<file path="src/rtl/seg7_pkg.sv">
// Shared constants for the multiplexed 7-segment driver: segment patterns, scan phases, polarity helpers.
// Patterns are active-high {g,f,e,d,c,b,a}; polarity is applied at the output registers.
package seg7_pkg;

  localparam logic [6:0] SEG_0    = 7'b0111111;
  localparam logic [6:0] SEG_1    = 7'b0000110;
  localparam logic [6:0] SEG_2    = 7'b1011011;
  localparam logic [6:0] SEG_3    = 7'b1001111;
  localparam logic [6:0] SEG_4    = 7'b1100110;
  localparam logic [6:0] SEG_5    = 7'b1101101;
  localparam logic [6:0] SEG_6    = 7'b1111101;
  localparam logic [6:0] SEG_7    = 7'b0000111;
  localparam logic [6:0] SEG_8    = 7'b1111111;
  localparam logic [6:0] SEG_9    = 7'b1101111;
  localparam logic [6:0] SEG_DASH = 7'b1000000;
  localparam logic [6:0] SEG_OFF  = 7'b0000000;

  localparam logic PHASE_BLANK = 1'b0;
  localparam logic PHASE_ON    = 1'b1;

  localparam bit POL_ACTIVE_HIGH = 1'b0;
  localparam bit POL_ACTIVE_LOW  = 1'b1;

  function automatic logic [6:0] apply_pol(input logic [6:0] lit, input bit active_low);
    return (active_low == POL_ACTIVE_LOW) ? ~lit : lit;
  endfunction

endpackage

</file>
<file path="src/rtl/seg7_decode.sv">
// Combinational BCD nibble to active-high 7-segment pattern; 10..15 render as a dash.
module seg7_decode
  import seg7_pkg::*;
(
  input  logic [3:0] digit,
  output logic [6:0] seg
);

  always_comb begin
    seg = SEG_DASH;
    case (digit)
      4'd0: seg = SEG_0;
      4'd1: seg = SEG_1;
      4'd2: seg = SEG_2;
      4'd3: seg = SEG_3;
      4'd4: seg = SEG_4;
      4'd5: seg = SEG_5;
      4'd6: seg = SEG_6;
      4'd7: seg = SEG_7;
      4'd8: seg = SEG_8;
      4'd9: seg = SEG_9;
      default: seg = SEG_DASH;
    endcase
  end

endmodule

</file>
<file path="src/rtl/bcd_disp_scan.sv">
// Multiplexed BCD display scanner: one-entry shadow buffer committed at frame boundaries, blanked slot lead-in.
// Optional LEADING_ZERO_BLANK_EN suppresses leading zero digits (digit 0 always shown).
module bcd_disp_scan
  import seg7_pkg::*;
#(
  parameter int DIGITS         = 4,
  parameter int SCAN_DIV       = 1000,
  parameter int BLANK_CYC      = 2,
  parameter bit SEG_ACTIVE_LOW = 1'b1,
  parameter bit COM_ACTIVE_LOW = 1'b1
) (
  input  logic                  CLK,
  input  logic                  RES,
  input  logic [4*DIGITS-1:0]   BCD_IN,
  input  logic [DIGITS-1:0]     DP_IN,
  input  logic                  LOAD_VALID,
  output logic                  LOAD_READY,
  output logic [6:0]            SEG,
  output logic                  DP,
  output logic [DIGITS-1:0]     COM,
  output logic                  BCD_ERR
);

  localparam int CW = (SCAN_DIV > 1) ? $clog2(SCAN_DIV) : 1;
  localparam int IW = (DIGITS > 1) ? $clog2(DIGITS) : 1;
  localparam logic [DIGITS-1:0] COM_OFF = COM_ACTIVE_LOW ? '1 : '0;

  logic [CW-1:0]         cnt;
  logic [IW-1:0]         idx;
  logic                  full;
  logic [4*DIGITS-1:0]   sh_bcd, disp_bcd;
  logic [DIGITS-1:0]     sh_dp, disp_dp;

  logic cnt_wrap, idx_wrap, frame_end, accept, commit, sh_bad, phase, sel_blank;
  logic [3:0]        cur_digit;
  logic [6:0]        dec_seg;
  logic [DIGITS-1:0] com_onehot;

  assign cnt_wrap   = (cnt == CW'(SCAN_DIV - 1));
  assign idx_wrap   = (idx == IW'(DIGITS - 1));
  assign frame_end  = cnt_wrap && idx_wrap;
  assign LOAD_READY = !full;
  assign accept     = LOAD_VALID && !full;
  assign commit     = frame_end && full;
  assign phase      = (cnt < CW'(BLANK_CYC)) ? PHASE_BLANK : PHASE_ON;
  assign cur_digit  = disp_bcd[4*int'(idx) +: 4];
  assign com_onehot = DIGITS'(1) << idx;

  always_comb begin
    sh_bad = 1'b0;
    for (int i = 0; i < DIGITS; i++) begin
      if (sh_bcd[4*i +: 4] > 4'd9) sh_bad = 1'b1;
    end
  end

`ifdef LEADING_ZERO_BLANK_EN
  logic [DIGITS-1:0] lz_blank;
  logic              upper_zero;

  // Walk down from the top digit; a digit blanks only while everything from it upward is zero.
  always_comb begin
    lz_blank   = '0;
    upper_zero = 1'b1;
    for (int i = DIGITS - 1; i >= 1; i--) begin
      upper_zero  = upper_zero && (disp_bcd[4*i +: 4] == 4'd0);
      lz_blank[i] = upper_zero && !disp_dp[i];
    end
  end

  assign sel_blank = lz_blank[idx];
`else
  assign sel_blank = 1'b0;
`endif

  seg7_decode u_dec (
    .digit (cur_digit),
    .seg   (dec_seg)
  );

  always_ff @(posedge CLK or posedge RES) begin
    if (RES) begin
      cnt <= '0;
      idx <= '0;
    end else if (cnt_wrap) begin
      cnt <= '0;
      idx <= idx_wrap ? '0 : idx + IW'(1);
    end else begin
      cnt <= cnt + CW'(1);
    end
  end

  // Commit and accept are exclusive: accept needs an empty shadow, commit needs a full one.
  always_ff @(posedge CLK or posedge RES) begin
    if (RES) begin
      full     <= 1'b0;
      sh_bcd   <= '0;
      sh_dp    <= '0;
      disp_bcd <= '0;
      disp_dp  <= '0;
      BCD_ERR  <= 1'b0;
    end else if (commit) begin
      full     <= 1'b0;
      disp_bcd <= sh_bcd;
      disp_dp  <= sh_dp;
      BCD_ERR  <= sh_bad;
    end else if (accept) begin
      full     <= 1'b1;
      sh_bcd   <= BCD_IN;
      sh_dp    <= DP_IN;
    end
  end

  always_ff @(posedge CLK or posedge RES) begin
    if (RES) begin
      SEG <= apply_pol(SEG_OFF, SEG_ACTIVE_LOW);
      DP  <= SEG_ACTIVE_LOW;
      COM <= COM_OFF;
    end else if (phase == PHASE_ON && !sel_blank) begin
      SEG <= apply_pol(dec_seg, SEG_ACTIVE_LOW);
      DP  <= disp_dp[idx] ^ SEG_ACTIVE_LOW;
      COM <= com_onehot ^ COM_OFF;
    end else begin
      SEG <= apply_pol(SEG_OFF, SEG_ACTIVE_LOW);
      DP  <= SEG_ACTIVE_LOW;
      COM <= COM_OFF;
    end
  end

endmodule

</file>
<file path="config.mk">
export PLATFORM = sky130hd
export DESIGN_NAME = bcd_disp_scan
export DESIGN_NICKNAME = d
export VERILOG_FILES = /design/src/rtl/seg7_pkg.sv /design/src/rtl/seg7_decode.sv /design/src/rtl/bcd_disp_scan.sv
export SDC_FILE = /design/constraint.sdc
export NUM_CORES = 1
export LEC_CHECK = 0
export BUFFER_PORTS_ARGS = -buffer_cell sky130_fd_sc_hd__buf_2
export CAP_MARGIN = 20
export CORE_ASPECT_RATIO = 0.8
export CORE_UTILIZATION = 57
export CTS_CLUSTER_DIAMETER = 30
export DETAILED_ROUTE_END_ITERATION = 7
export PLACE_DENSITY = 0.78
export RECOVER_POWER = 25
export SYNTH_ARGS = -nofsm -noshare
export SYNTH_HDL_FRONTEND = slang
export SYNTH_HIERARCHICAL = 1
export SYNTH_SLANG_ARGS = --single-unit
</file>
<file path="constraint.sdc">
create_clock -name CLK -period 2.6 [get_ports CLK]
set_clock_uncertainty 0.05 [all_clocks]
set_input_delay 0.39 -clock CLK [delete_from_list [all_inputs] [get_ports CLK]]
set_output_delay 0.39 -clock CLK [all_outputs]
set_load 0.02 [all_outputs]
</file>
==> impl_metrics.csv <==
group,metric,value,unit
die,chipHeight,67.4,um
die,rows,23,
power,p_int,1.60,mW
placed_design,hpwl,3380,um
cts,cts-resized-gates,0,
grt,grt_antenna_before_repair,0,
grt,grt_max_degree,40,
yosys,yosys.cell_types.count,36,
routing,drc_errors,0,
sta,fin_setup_tns,0,ns
power,p_seq_share,53.7,%
yosys,avgSynthCellArea,13.9,sq um
critical_path,path_class,"reg -> reg",
cts,clock_latency,0.34,ns
critical_path,startpoint,"idx[0]",
grt,grt_pass1_wl,8290,um
critical_path,cp-end-kind,"flip-flop",
layout,antenna_cells,0,
grt,grt_overflow_total,0,
critical_path,start_kind,"flip-flop",
critical_path,reg2regPathDepth,4,
yosys,synth_top_area_share,44.4,%
cts,cts.sinks,66,
yosys,yosys.cell_count.top_type,"dfrtp_1",
sta,tightestPinTransition,0.973,ns
outcome,outcome,"completed",
worst_hold_path,hold_class,"in -> async",
critical_path,rrSetupSlack,0.37,ns
yosys,synth_top_family_by_area,"multiplexers",
critical_path,cp_top_family,"simple AND/OR/NAND/NOR gates",
cts,cts_buffer_depth,2,
cts,cts.reportedPaths.clkPinSlew,0.07,ns
routing,routed_wirelength,4810,um
cts,cts_buffers,9,
yosys,syn_nets,253,
run,maxCapViolCount,0,
routing,wl_met2,2260,um
critical_path,crit_path_top_delay_cell,"or4_4",
sta,relSlewSlack,35.1,%
routing,avgViaCountPerCell,5.46,
grt,grtUsageTotal,19.8,%
yosys,synth_edf_count,0,
yosys,yosys.area_share.simple,8.43,%
yosys,syn_area,0.00304,sq mm
placed_design,port-buffer-count,36,
cts,tritoncts,"built",
sta,setup_viol,0,
routing,wl_per_cell,14.7,um
critical_path,worstPathBufferInverterCount,0,
critical_path,crit_fanout,22,
yosys,synth_common_cells,"54 x dfrtp_1, 25 x mux2_2, 19 x mux2_4, 17 x nand2_1, 12 x dfstp_2",
die,core,0.00506,sq mm
die,die_w,83.7,um
critical_path,crit_end,"disp_bcd[14]",
layout,areaGrowthSynthToFinish,13.0,%
sta,fin_crit,2.23,ns
yosys,yosys_warnings,6,
yosys,yosysTopAreaCell,"dfrtp_1",
critical_path,crit_chain,"ha_1 -> nand2_1 -> or4_4 -> mux2_4",
layout,fin_util,67.9,%
sta,final_hold_viol_count,0,
power,p_leak,1.69,nW
critical_path,cpPeakStageDelay,0.70,ns
yosys,synth_compound_area_share,4.85,%
power,p_sw,441,uW
routing,drtAntennaViolNets,0,
yosys,ys_seq_elements,66,
die,top_level_ports,37,
yosys,synth_cells,219,
routing,drt_iter0_markers,64,
sta,fin_crit_sh,85.8,%
grt,first_global_vias,1723,
die,initial_core_util,60.1,%
yosys,async_flop_share,100,%
yosys,yosys.area_share.adder,4.52,%
critical_path,critical_path_depth,4,
power,ir_worst_vdd,0.000480,V
sta,grt_setup_unrepaired,"no",
cts,htreeDepth,3,
yosys,synth_mux_area_share,22.3,%
routing,vias,1785,
critical_path,r2r-end,"disp_bcd[14]",
yosys,synthTopCellsByArea,"dfrtp_1 44%, dfstp_2 10%, mux2_4 9.4%",
power,switching_share,21.6,%
yosys,ys.flop_type,"dfrtp_1",
routing,drtPass1Iterations,4,
sta,slew_viol_final,0,
critical_path,arrival,2.40,ns
power,p_per_area,594,mW/mm^2
sta,fmax,449,MHz
power,p_clk_share,42.3,%
power,comb_power_share,4.0,%
cts,post-cts-setup-buffers,0,
cts,cts_hold_buf,0,
placed_design,gp_congestion,0.780,
routing,wl_met1,2230,um
routing,wl_met3,260,um
layout,drive_above_1_share,45.7,%
critical_path,worstPathRequired,2.77,ns
cts,root_buffer,"clkbuf_8",
yosys,ys_seq_area_share,54.7,%
critical_path,reg2reg_from,"idx[0]",
routing,top_layer_used,"met4",
die,dieArea,0.00564,sq mm
yosys,synth_xor_area_share,0.863,%
layout,fin_nets,294,
worst min path at each step:
| stage | start | to | slack [ns] | cells past startpoint |
|---|---|---|---|---|
| floorplan | cnt[0] | cnt[0] | 0.38 | 1 |
| global placement | cnt[0] | cnt[0] | 0.40 | 1 |
| detailed placement | cnt[0] | cnt[0] | 0.41 | 1 |
| CTS | RES | sh_bcd[10] | 0.07 | 2 |
| global route | DP_IN[0] | sh_dp[0] | 0.21 | 2 |
| finish | RES | sh_bcd[10] | 0.22 | 2 |
metal layers:
metal | vias up | GRT usage, %
met2 | 45 | 29.7
met4 | 0 | 7.84
met1 | 882 | 25.6
met3 | 6 | 8.80
met5 | - | 0
li1 | 852 | -
power by group through the flow:
stage                     Sequential [mW]  Combinational, mW  Clock (mW)
after floorplan                      1.10             0.0567           0
after global placement               1.11             0.0831           0
after detailed placement             1.12             0.0873           0
after CTS                            1.10             0.0876       0.885
after global routing                 1.10             0.0918       0.935
final                                1.10             0.0809       0.866
cell families (layout without fill, tap and decap cells):
| logic type | after synthesis | in the layout |
|---|---|---|
| XOR/XNOR | 3 | 3 |
| AO/OA/AOI/OAI | 23 | 23 |
| multiplexers | 49 | 49 |
| buffers and inverters | 20 | 66 |
| flip-flops | 66 | 66 |
| AND/OR/NAND/NOR | 47 | 47 |
| adder cells (fa/ha/maj) | 11 | 11 |
cells in the final DEF (no fill, tap or decap), types with 4 or more instances in the layout:
cell type / instances
clkbuf_8: 11
nand3_1: 5
ha_1: 11
buf_2: 36
dfrtp_1: 54
mux2_2: 25
mux2_4: 19
nand2_1: 17
mux4_2: 5
o21ai_0: 8
inv_1: 11
nor2_1: 6
dfstp_2: 12
o22ai_1: 4
registers in the layout, indices dropped and copies added, names as in the netlist:
signal    flops
full          1
sh_bcd       16
BCD_ERR       1
DP            1
idx           2
sh_dp         4
COM           4
disp_dp       4
cnt          10
SEG           7
disp_bcd     16
metrics by stage:
stage | instances | area [sq um] | power, mW | worst slack [ns] | hold WS [ns]
detailed placement | 311 | 3250 | 1.20 | 0.376 | 0.406
floorplan | 219 | 3040 | 1.16 | 0.525 | 0.383
global route | 327 | 3440 | 2.13 | 0.262 | 0.208
CTS | 327 | 3450 | 2.07 | 0.358 | 0.0655
finish | 327 | 3440 | 2.04 | 0.370 | 0.220
global placement | 311 | 3250 | 1.20 | 0.455 | 0.404
worst register-to-register path: cells and delay by family, from the launching register on:
kind / cells / cell delay [ns]
DFF: 1 / 0.63
and+or+nand+nor: 2 / 0.77
adders and majority gates: 1 / 0.29
muxes: 1 / 0.38
cell type report:
cell class	count	area, sq um
multi-input cells	133	1250
flip-flops and latches	66	1670
inverters	11	41.3
well taps	62	77.6
clock inverters	5	52.6
repair buffers	39	200
clock buffers	11	151
fillers	386	1630
(Power assumes the default switching activity.)
